## src/rtl/common_pkg.sv

```systemverilog
// rtl/common_pkg.sv - machine-wide issue width and register address types
package common_pkg;

  localparam int MACHINE_WIDTH = 2;
  localparam int AREG_W        = 5;
  localparam int PREG_W        = 6;

  typedef logic [AREG_W-1:0] areg_addr_t;
  typedef logic [PREG_W-1:0] preg_addr_t;

endpackage

```

## src/rtl/rob_pkg.sv

```systemverilog
// rtl/rob_pkg.sv - reorder buffer sizing, slot address/count types and entry payload
package rob_pkg;

  import common_pkg::*;

  localparam int ROB_DEPTH = 16;
  localparam int FU_NUM    = 4;
  localparam int ROB_AW    = $clog2(ROB_DEPTH);

  typedef logic [ROB_AW-1:0] rob_addr_t;
  typedef logic [ROB_AW:0]   rob_count_t;

  typedef struct packed {
    areg_addr_t areg;
    preg_addr_t preg;
  } rob_entry_t;

  // Slot arithmetic relies on ROB_DEPTH being a power of two: the add wraps for free.
  function automatic rob_addr_t rob_offset(input rob_addr_t base, input int unsigned off);
    return base + rob_addr_t'(off);
  endfunction

endpackage

```

## src/rtl/rob_ctrl_if.sv

```systemverilog
// rtl/rob_ctrl_if.sv - allocate/complete/commit/status bundle between pipeline and reorder buffer
interface rob_ctrl_if
  import common_pkg::areg_addr_t, common_pkg::preg_addr_t;
  import rob_pkg::rob_addr_t, rob_pkg::rob_count_t;
#(
  parameter int MACHINE_WIDTH = common_pkg::MACHINE_WIDTH,
  parameter int FU_NUM        = rob_pkg::FU_NUM
);

  logic       [MACHINE_WIDTH-1:0] alloc_valid;
  areg_addr_t [MACHINE_WIDTH-1:0] alloc_areg;
  preg_addr_t [MACHINE_WIDTH-1:0] alloc_preg;
  logic                           alloc_ready;
  rob_addr_t  [MACHINE_WIDTH-1:0] alloc_addr;

  logic       [FU_NUM-1:0]        complete_valid;
  rob_addr_t  [FU_NUM-1:0]        complete_addr;

  logic       [MACHINE_WIDTH-1:0] commit_valid;
  areg_addr_t [MACHINE_WIDTH-1:0] commit_areg;
  preg_addr_t [MACHINE_WIDTH-1:0] commit_preg;

  logic                           flush;
  rob_count_t                     count;
  logic                           empty;

  modport master (
    output alloc_valid, alloc_areg, alloc_preg, complete_valid, complete_addr, flush,
    input  alloc_ready, alloc_addr, commit_valid, commit_areg, commit_preg, count, empty
  );

  modport slave (
    input  alloc_valid, alloc_areg, alloc_preg, complete_valid, complete_addr, flush,
    output alloc_ready, alloc_addr, commit_valid, commit_areg, commit_preg, count, empty
  );

endinterface

```

## src/rtl/rob_payload_ram.sv

```systemverilog
// rtl/rob_payload_ram.sv - per-slot areg/preg storage, one write and one async read port per lane
module rob_payload_ram
  import rob_pkg::rob_addr_t, rob_pkg::rob_entry_t;
#(
  parameter int MACHINE_WIDTH = common_pkg::MACHINE_WIDTH,
  parameter int ROB_DEPTH     = rob_pkg::ROB_DEPTH
) (
  input  logic                           clk,
  input  logic       [MACHINE_WIDTH-1:0] we,
  input  rob_addr_t  [MACHINE_WIDTH-1:0] waddr,
  input  rob_entry_t [MACHINE_WIDTH-1:0] wdata,
  input  rob_addr_t  [MACHINE_WIDTH-1:0] raddr,
  output rob_entry_t [MACHINE_WIDTH-1:0] rdata
);

  rob_entry_t mem [ROB_DEPTH];

  // Write lanes always target distinct consecutive slots, so lane order never matters.
  always_ff @(posedge clk) begin
    for (int i = 0; i < MACHINE_WIDTH; i++) begin
      if (we[i]) begin
        mem[waddr[i]] <= wdata[i];
      end
    end
  end

  always_comb begin
    for (int i = 0; i < MACHINE_WIDTH; i++) begin
      rdata[i] = mem[raddr[i]];
    end
  end

endmodule

```

## src/rtl/rob_ctrl.sv

```systemverilog
// rtl/rob_ctrl.sv - circular reorder buffer: in-order multi-lane allocate/commit, out-of-order completion
module rob_ctrl
  import rob_pkg::rob_addr_t, rob_pkg::rob_count_t, rob_pkg::rob_entry_t, rob_pkg::rob_offset;
#(
  parameter int MACHINE_WIDTH = common_pkg::MACHINE_WIDTH,
  parameter int ROB_DEPTH     = rob_pkg::ROB_DEPTH,
  parameter int FU_NUM        = rob_pkg::FU_NUM
) (
  input logic     clk,
  input logic     reset,
  rob_ctrl_if.slave rob
);

  rob_addr_t              head;
  rob_addr_t              tail;
  rob_count_t             count_q;
  logic [ROB_DEPTH-1:0]   valid_q;
  logic [ROB_DEPTH-1:0]   done_q;

  logic                           ready;
  logic                           chain;
  logic       [MACHINE_WIDTH-1:0] alloc_we;
  logic       [MACHINE_WIDTH-1:0] commit_v;
  rob_addr_t  [MACHINE_WIDTH-1:0] alloc_slot;
  rob_addr_t  [MACHINE_WIDTH-1:0] commit_slot;
  rob_entry_t [MACHINE_WIDTH-1:0] alloc_data;
  rob_entry_t [MACHINE_WIDTH-1:0] commit_data;
  rob_count_t                     alloc_n;
  rob_count_t                     commit_n;

  // Depends only on the occupancy register, so upstream may gate alloc_valid on it freely.
  assign ready = (ROB_DEPTH - int'(count_q)) >= MACHINE_WIDTH;

  always_comb begin
    alloc_n  = '0;
    commit_n = '0;
    chain    = !rob.flush;
    for (int i = 0; i < MACHINE_WIDTH; i++) begin
      alloc_slot[i]  = rob_offset(tail, i);
      commit_slot[i] = rob_offset(head, i);
      alloc_data[i]  = '{areg: rob.alloc_areg[i], preg: rob.alloc_preg[i]};
      alloc_we[i]    = ready && !rob.flush && rob.alloc_valid[i];
      if (alloc_we[i]) begin
        alloc_n = alloc_n + rob_count_t'(1);
      end
      // A lane retires only if every older lane retires too.
      chain       = chain && valid_q[commit_slot[i]] && done_q[commit_slot[i]];
      commit_v[i] = chain;
      if (chain) begin
        commit_n = commit_n + rob_count_t'(1);
      end
    end
  end

  rob_payload_ram #(
    .MACHINE_WIDTH (MACHINE_WIDTH),
    .ROB_DEPTH     (ROB_DEPTH)
  ) u_payload (
    .clk   (clk),
    .we    (alloc_we),
    .waddr (alloc_slot),
    .wdata (alloc_data),
    .raddr (commit_slot),
    .rdata (commit_data)
  );

  assign rob.alloc_ready  = ready;
  assign rob.alloc_addr   = alloc_slot;
  assign rob.commit_valid = commit_v;
  assign rob.count        = count_q;
  assign rob.empty        = (count_q == '0);

  for (genvar g = 0; g < MACHINE_WIDTH; g++) begin : g_commit
    assign rob.commit_areg[g] = commit_data[g].areg;
    assign rob.commit_preg[g] = commit_data[g].preg;
  end

  always_ff @(posedge clk) begin
    if (reset || rob.flush) begin
      head    <= '0;
      tail    <= '0;
      count_q <= '0;
      valid_q <= '0;
      done_q  <= '0;
    end else begin
      for (int f = 0; f < FU_NUM; f++) begin
        if (rob.complete_valid[f] && valid_q[rob.complete_addr[f]]) begin
          done_q[rob.complete_addr[f]] <= 1'b1;
        end
      end
      // Retiring slots are cleared after completion so a late writeback cannot revive them.
      for (int i = 0; i < MACHINE_WIDTH; i++) begin
        if (commit_v[i]) begin
          valid_q[commit_slot[i]] <= 1'b0;
          done_q[commit_slot[i]]  <= 1'b0;
        end
      end
      for (int i = 0; i < MACHINE_WIDTH; i++) begin
        if (alloc_we[i]) begin
          valid_q[alloc_slot[i]] <= 1'b1;
          done_q[alloc_slot[i]]  <= 1'b0;
        end
      end
      head    <= head + rob_addr_t'(commit_n);
      tail    <= tail + rob_addr_t'(alloc_n);
      count_q <= count_q + alloc_n - commit_n;
    end
  end

endmodule

```

## src/flat_wrapper.sv

```systemverilog
// flat-port wrapper written by rule: the top's interface ports become plain ports
module rob_ctrl_flat import rob_pkg::rob_addr_t, rob_pkg::rob_count_t, rob_pkg::rob_entry_t, rob_pkg::rob_offset;
#(
  parameter int MACHINE_WIDTH = common_pkg::MACHINE_WIDTH,
  parameter int ROB_DEPTH     = rob_pkg::ROB_DEPTH,
  parameter int FU_NUM        = rob_pkg::FU_NUM
)
  (clk, reset, rob_alloc_valid, rob_alloc_areg, rob_alloc_preg, rob_complete_valid, rob_complete_addr, rob_flush, rob_alloc_ready, rob_alloc_addr, rob_commit_valid, rob_commit_areg, rob_commit_preg, rob_count, rob_empty);
  rob_ctrl_if #(.MACHINE_WIDTH(MACHINE_WIDTH), .FU_NUM(FU_NUM)) rob_i ();
  input logic clk;
  input logic reset;
  input wire logic [$bits(rob_i.alloc_valid)-1:0] rob_alloc_valid;
  input wire logic [$bits(rob_i.alloc_areg)-1:0] rob_alloc_areg;
  input wire logic [$bits(rob_i.alloc_preg)-1:0] rob_alloc_preg;
  input wire logic [$bits(rob_i.complete_valid)-1:0] rob_complete_valid;
  input wire logic [$bits(rob_i.complete_addr)-1:0] rob_complete_addr;
  input wire logic [$bits(rob_i.flush)-1:0] rob_flush;
  output wire logic [$bits(rob_i.alloc_ready)-1:0] rob_alloc_ready;
  output wire logic [$bits(rob_i.alloc_addr)-1:0] rob_alloc_addr;
  output wire logic [$bits(rob_i.commit_valid)-1:0] rob_commit_valid;
  output wire logic [$bits(rob_i.commit_areg)-1:0] rob_commit_areg;
  output wire logic [$bits(rob_i.commit_preg)-1:0] rob_commit_preg;
  output wire logic [$bits(rob_i.count)-1:0] rob_count;
  output wire logic [$bits(rob_i.empty)-1:0] rob_empty;
  assign rob_i.alloc_valid = rob_alloc_valid;
  assign rob_i.alloc_areg = rob_alloc_areg;
  assign rob_i.alloc_preg = rob_alloc_preg;
  assign rob_i.complete_valid = rob_complete_valid;
  assign rob_i.complete_addr = rob_complete_addr;
  assign rob_i.flush = rob_flush;
  assign rob_alloc_ready = rob_i.alloc_ready;
  assign rob_alloc_addr = rob_i.alloc_addr;
  assign rob_commit_valid = rob_i.commit_valid;
  assign rob_commit_areg = rob_i.commit_areg;
  assign rob_commit_preg = rob_i.commit_preg;
  assign rob_count = rob_i.count;
  assign rob_empty = rob_i.empty;
  rob_ctrl #(.MACHINE_WIDTH(MACHINE_WIDTH), .ROB_DEPTH(ROB_DEPTH), .FU_NUM(FU_NUM)) u_core (.clk(clk), .reset(reset), .rob(rob_i));
endmodule
```

## config.mk

```make
export PLATFORM = sky130hd
export DESIGN_NAME = rob_ctrl_flat
export DESIGN_NICKNAME = d
export VERILOG_FILES = /design/src/rtl/common_pkg.sv /design/src/rtl/rob_pkg.sv /design/src/rtl/rob_ctrl_if.sv /design/src/rtl/rob_payload_ram.sv /design/src/rtl/rob_ctrl.sv /design/src/flat_wrapper.sv
export SDC_FILE = /design/constraint.sdc
export NUM_CORES = 1
export LEC_CHECK = 0
export ABC_CLOCK_PERIOD_IN_PS = 6900
export CAP_MARGIN = 20
export CORE_AREA = 2 2 182 184
export CTS_CLUSTER_DIAMETER = 200
export DETAILED_ROUTE_END_ITERATION = 10
export DIE_AREA = 0 0 184 186
export GPL_TIMING_DRIVEN = 1
export PLACE_DENSITY = 0.6
export SYNTH_ARGS = -nofsm -noshare
export SYNTH_HDL_FRONTEND = slang
export SYNTH_HIERARCHICAL = 1
export SYNTH_SLANG_ARGS = --single-unit
```

## constraint.sdc

```tcl
create_clock -name clk -period 6.9 [get_ports clk]
set_input_delay 1.38 -clock clk [delete_from_list [all_inputs] [get_ports clk]]
set_output_delay 1.38 -clock clk [all_outputs]
set_load 0.01 [all_outputs]
```

### Word level (Yosys, flattened, before mapping)

Memories as Yosys holds them, arrays and structs flattened. A register that Yosys moved wholly into a read port is not among the register bits.
Cells that the tools add are included.

* add/sub/neg operators: 9
* order comparisons: 17
* multiplexer cells: 63
* bitwise logic cells: 16
* reductions and logical operators: 22

Operator list (number)
* 16-bit two-way mux: 22
* 16-bit AND: 6
* 16-bit bitwise OR: 6
* 16-bit NOT: 4
* 4-bit by 5-bit < comparator with 1-bit output, second input constant: 8
* 1-bit binary-select mux with 4-bit select: 8
* 1-bit demux with 4-bit select: 8
* 32-bit by 3-bit >= comparator with 1-bit output, second input constant: 1
* 4-bit by 1-bit >= comparator with 1-bit output, second input constant: 8
* 1-bit two-way mux: 22
* 1-bit logical AND: 19
* 5-bit two-way mux: 2
* 4-bit by 1-bit adder with 4-bit output, second input constant: 2
* 4-bit adder: 2
* 5-bit by 5-bit subtractor with 6-bit output, first input constant: 1
* 5-bit adder: 1
* 5-bit zero test: 1
* 5-bit subtractor: 1
* 1-bit by 1-bit adder with 2-bit output, second input constant: 2
* 4-bit two-way mux: 1
* 1-bit zero test: 1
* 1-bit logical OR: 1

* flip-flop bits (word level): 45
* bits in writable memories: 176
* input bits: 47
* logic and storage cells: 133
* memories: 1

Memories
* u_core.u_payload.mem: words 16, bits a word 11, read ports 2, clocked after Yosys merged registers in 1, write ports 2, RTL line rob_payload_ram.sv:16 `rob_entry_t mem [ROB_DEPTH];`

### Logic depth before layout (Yosys ltp)

* depth in word-level cells: 27
* mapped depth: 19

### Modules after synthesis

The synthesis kept the hierarchy.

Modules (own cells, without submodules)
* rob_payload_ram: times used 1, cells each 628, area an instance 10408.7 sq um, seq. area each 5285.1 sq um
* rob_ctrl: times used 1, cells each 493, area an instance 4199.0 sq um, seq. area each 900.9 sq um

### Least setup slack after synthesis

Ideal clock, no wire load.

* kind: input -> register
* start point: in rob_flush
* end point: reg u_core.count_q[4] (netlist: u_core/rob.count[4])
* arrival time: 4.115 ns
* required time: 6.772 ns
* path slack: 2.658 ns
* stages: 16
* buffers on the path: 3
* cells stage by stage: clkbuf_1 > a31oi_1 > and3_1 > and3_1 > buf_6 > buf_8 > and2_1 > ha_1 > fa_1 > inv_1 > fa_1 > a21oi_1 > nor2_1 > nor2_1 > xor2_1 > nor2_1

* elaborated cells between the ends (all ways): 17
* classes of those cells: 4 x add/sub; 4 x mux; 9 x reduce/logical

RTL lines
* from (decl): RTL line flat_wrapper.sv:17 `input wire logic [$bits(rob_i.flush)-1:0] rob_flush;`
* 1-bit zero test: RTL line rob_ctrl.sv:37 `chain = !rob.flush;`
* 1-bit logical AND (2 in a row): RTL line rob_ctrl.sv:47 `chain = chain && valid_q[commit_slot[i]] && done_q[commit_slot[i]];`
* via rob_commit_valid[0]: RTL line flat_wrapper.sv:20 `output wire logic [$bits(rob_i.commit_valid)-1:0] rob_commit_valid;`
* 1-bit logical AND (2 in a row): RTL line rob_ctrl.sv:47
* via u_core.chain: RTL line rob_ctrl.sv:21 `logic chain;`
* 5-bit two-way mux: RTL line rob_ctrl.sv:49 `if (chain) begin`
* 5-bit subtractor: RTL line rob_ctrl.sv:106 `count_q <= count_q + alloc_n - commit_n;`
* to (signal assigned): RTL line rob_ctrl.sv:106
* to (decl): RTL line rob_ctrl.sv:16 `rob_count_t count_q;`

The timed path passes the listed nets, and every way through them passes these cells.
A chain may end at the register's enable or synchronous reset.

==> run_results.csv <==
group,metric,value,unit
placement,place_ws,1.66,ns
synth,yosys-top-cells-area,"edfxtp_1 (36%), mux4_2 (15%), mux2_2 (12%)",
pwr,sequentialPowerShare,0.422,
global_routing,antenna_found_initial,2,
placement,routabilityCongestion,0.876,
detailed_routing,dr.pass1.iters,5,
setup_path,critPathTopFamily,"buffers and inverters",
setup_path,cp_cell_sequence,"inv_1, ha_2, buf_4, mux4_2, a22oi_1, nand2_1, clkdlybuf4s50_1",
cts,ctsResizeCount,0,
detailed_routing,wire_per_inst,27.6,um
status,status,"completed",
detailed_routing,postRouteWirelength,44.1,mm
timing,finClkSkew,0.0241,ns
job,max_cap_viol_count,0,
synth,yosysUniqueCellTypes,81,
floorplanning,initial_core_util,0.454,
pwr,clockPowerShare,0.360,
setup_path,crit_required,5.52,ns
timing,max_freq,174,MHz
timing,fin_crit,5.75,ns
pwr,switching_power,1030,uW
pwr,vdd_drop_max,0.147,mV
timing,post-route-period-util,0.833,
timing,finalWorstSetupSlack,1.15,ns
cts,postCtsSetupRepairBufs,0,
cts,cts_buffers,25,
synth,synth_cells,1121,
synth,ys_seq_area_frac,0.423,
final_layout,nFillCells,2759,
synth,avgSynthCellArea,13.0,um2
synth,synth-edff-count,176,
setup_path,critPathBufInv,3,
floorplanning,fp.dieW,184,um
synth,async_flop_share,0,
global_routing,grt_pass1_vias,10520,
cts,clockBufferDepth,3,
final_layout,drive_gt1_frac,0.325,
cts,clkTransAtPathRegs,0.06,ns
final_layout,final_util,0.515,
final_layout,final_common_cell,"edfxtp_1",
cts,root_buffer,"clkbuf_16",
final_layout,multiInputGateArea,7880,um2
synth,synth_fp_nets,1202,
cts,cts_tree,"yes",
floorplanning,core,32200,um2
final_layout,antennaDiodeCount,0,
detailed_routing,ant_nets,0,
timing,finalHoldViolations,0,
setup_path,cp_max_fo,38,
floorplanning,io-pin-count,86,
timing,max_slew_margin,0.229,
global_routing,grt_overflow,0,
detailed_routing,vias,10444,
final_layout,regArea,6190,um2
floorplanning,die_area,34200,um2
final_layout,final_net_count,1255,
synth,yosys.area.top_type_share,0.362,
pwr,p_leak,0.00555,uW
final_layout,layout_common_cells,"edfxtp_1 (176), mux2_2 (158), mux4_2 (96)",
cts,clock_latency,0.55,ns
setup_path,crit_path_end_kind,"primary output",
setup_path,path_depth,7,
setup_path,cpPeakStageDelay,0.79,ns
worst_hold_path,min_path_cells,2,
floorplanning,fp.dieH,186,um
cts,cts_sinks,221,
synth,yosys_most_used_dff,"edfxtp_1",
synth,synth_area_leader_cell,"edfxtp_1",
timing,worst_slew_pin_slew,1.15,ns
synth,yosys_register_bits,221,
detailed_routing,first_iter_violations,851,
global_routing,grt_first_pass_wirelength,65.7,mm
cts,cts_htree_levels,1,
pwr,intPower,2660,uW
placement,io_buffers,85,
floorplanning,placementRows,66,
pwr,pwr-share-comb,0.218,
setup_path,start_kind,"register",
final_layout,area_delta_synth_final,13.5,%
placement,hpwl,29.3,mm
timing,rsz0062_at_grt,"no",
setup_path,crit_slowest_cell,"dfxtp_2",
detailed_routing,drc,0,
detailed_routing,via_per_inst,6.53,
pwr,power_density,222,nW/um2
setup_path,worstPathArrival,4.37,ns
timing,setup_viol,0,
timing,setup_tns,0,ns
setup_path,rr_worst_depth,19,
cts,postCtsHoldBufs,0,
synth,syn_area,14600,um2
worst_hold_path,hold_class,"reg2reg",
global_routing,grt_usage,0.259,
synth,yosys_warnings,6,
timing,slew_viol_final,0,
global_routing,grt_max_degree,45,
pwr,swShare,0.278,
setup_path,path_class,"reg2out",
-- per-stage QoR --
step	hold slack [ns]	instances	power, uW	cell area [um2]
floorplan	0.457	1121	2060	14600
global placement	0.483	1553	2360	15800
detailed placement	0.490	1555	2380	15800
CTS	0.499	1600	3700	16600
global route	0.535	1600	3840	16600
finish	0.494	1600	3690	16600
-- cell families (layout without fill, tap and decap cells) --
family | Yosys count | count (layout) | share of synthesized area
simple gates | 283 | 283 | 0.113
mux | 282 | 282 | 0.297
flops | 221 | 221 | 0.423
compound gates | 172 | 172 | 0.0886
buf+inv | 117 | 188 | 0.0385
fa+ha+maj | 34 | 34 | 0.0312
xor+xnor | 12 | 12 | 0.00771
-- per-layer routing --
metal / vias to the layer above / track usage / part of all wire
li1: 4595 / - / -
met1: 5313 / 0.360 / 0.43
met2: 473 / 0.425 / 0.48
met3: 61 / 0.0452 / 0.077
met4: 2 / 0.0589 / 0.017
met5: - / 0 / 0.00025
-- flip-flops by register name, summed over array words and instances, names as in the netlist --
signal / cells
u_core/rob.count: 5
u_core/valid_q: 16
u_core/u_payload/mem: 176
u_core/head: 4
u_core/done_q: 16
u_core/tail: 4
-- final cells by class --
class	count	share of cell area
tap	408	0.0308
clock buffer	33	0.0414
multi-input combinational	783	0.475
inverter	26	0.00604
clock inverter	12	0.00732
timing repair buffer	117	0.0660
sequential	221	0.373
-- tightest hold or removal path, cell delays in order (launching register included) --
cell     delay [ns]
dfxtp_1        0.33
nand2_1        0.06
o31ai_1        0.05
-- synth_stat cells, drive strengths merged, types with 7 or more instances --
master and instances:
nand2 87, mux2 176, nor2 34, a22oi 47, and2 13, nor4 7, and4 12, ha 30
or2 7, o32ai 8, and3 17, nand4 13, mux4 98, buf 45, o31ai 8, nand3 16
mux2i 8, dfxtp 45, clkbuf 46, inv 26, edfxtp 176, nor3 9, xnor2 9, o21ai 17
nand3b 9, nand2b 18, a21oi 14, o22ai 26, nor2b 11
-- final timing paths --
kind                                                startpoint                              to  slack [ns]
worst min-delay path             u_core/valid_q[14]$_SDFF_PP0_   u_core/valid_q[14]$_SDFF_PP0_        0.49
worst max register to register  u_core/rob.count[2]$_SDFF_PP0_  u_core/rob.count[4]$_SDFF_PP0_        2.06
worst min register to register   u_core/valid_q[14]$_SDFF_PP0_   u_core/valid_q[14]$_SDFF_PP0_        0.49
worst max-delay path                 u_core/head[1]$_SDFF_PP0_              rob_commit_preg[6]        1.15
-- power groups by stage --
stage | clock (uW) | sequential [uW] | combinational [uW]
final | 1330 | 1560 | 804
after global routing | 1410 | 1560 | 868
after CTS | 1350 | 1560 | 802
after detailed placement | 0 | 1580 | 798
after global placement | 0 | 1580 | 778
after floorplan | 0 | 1580 | 482
Note: power is estimated with default switching activity, not from simulation.
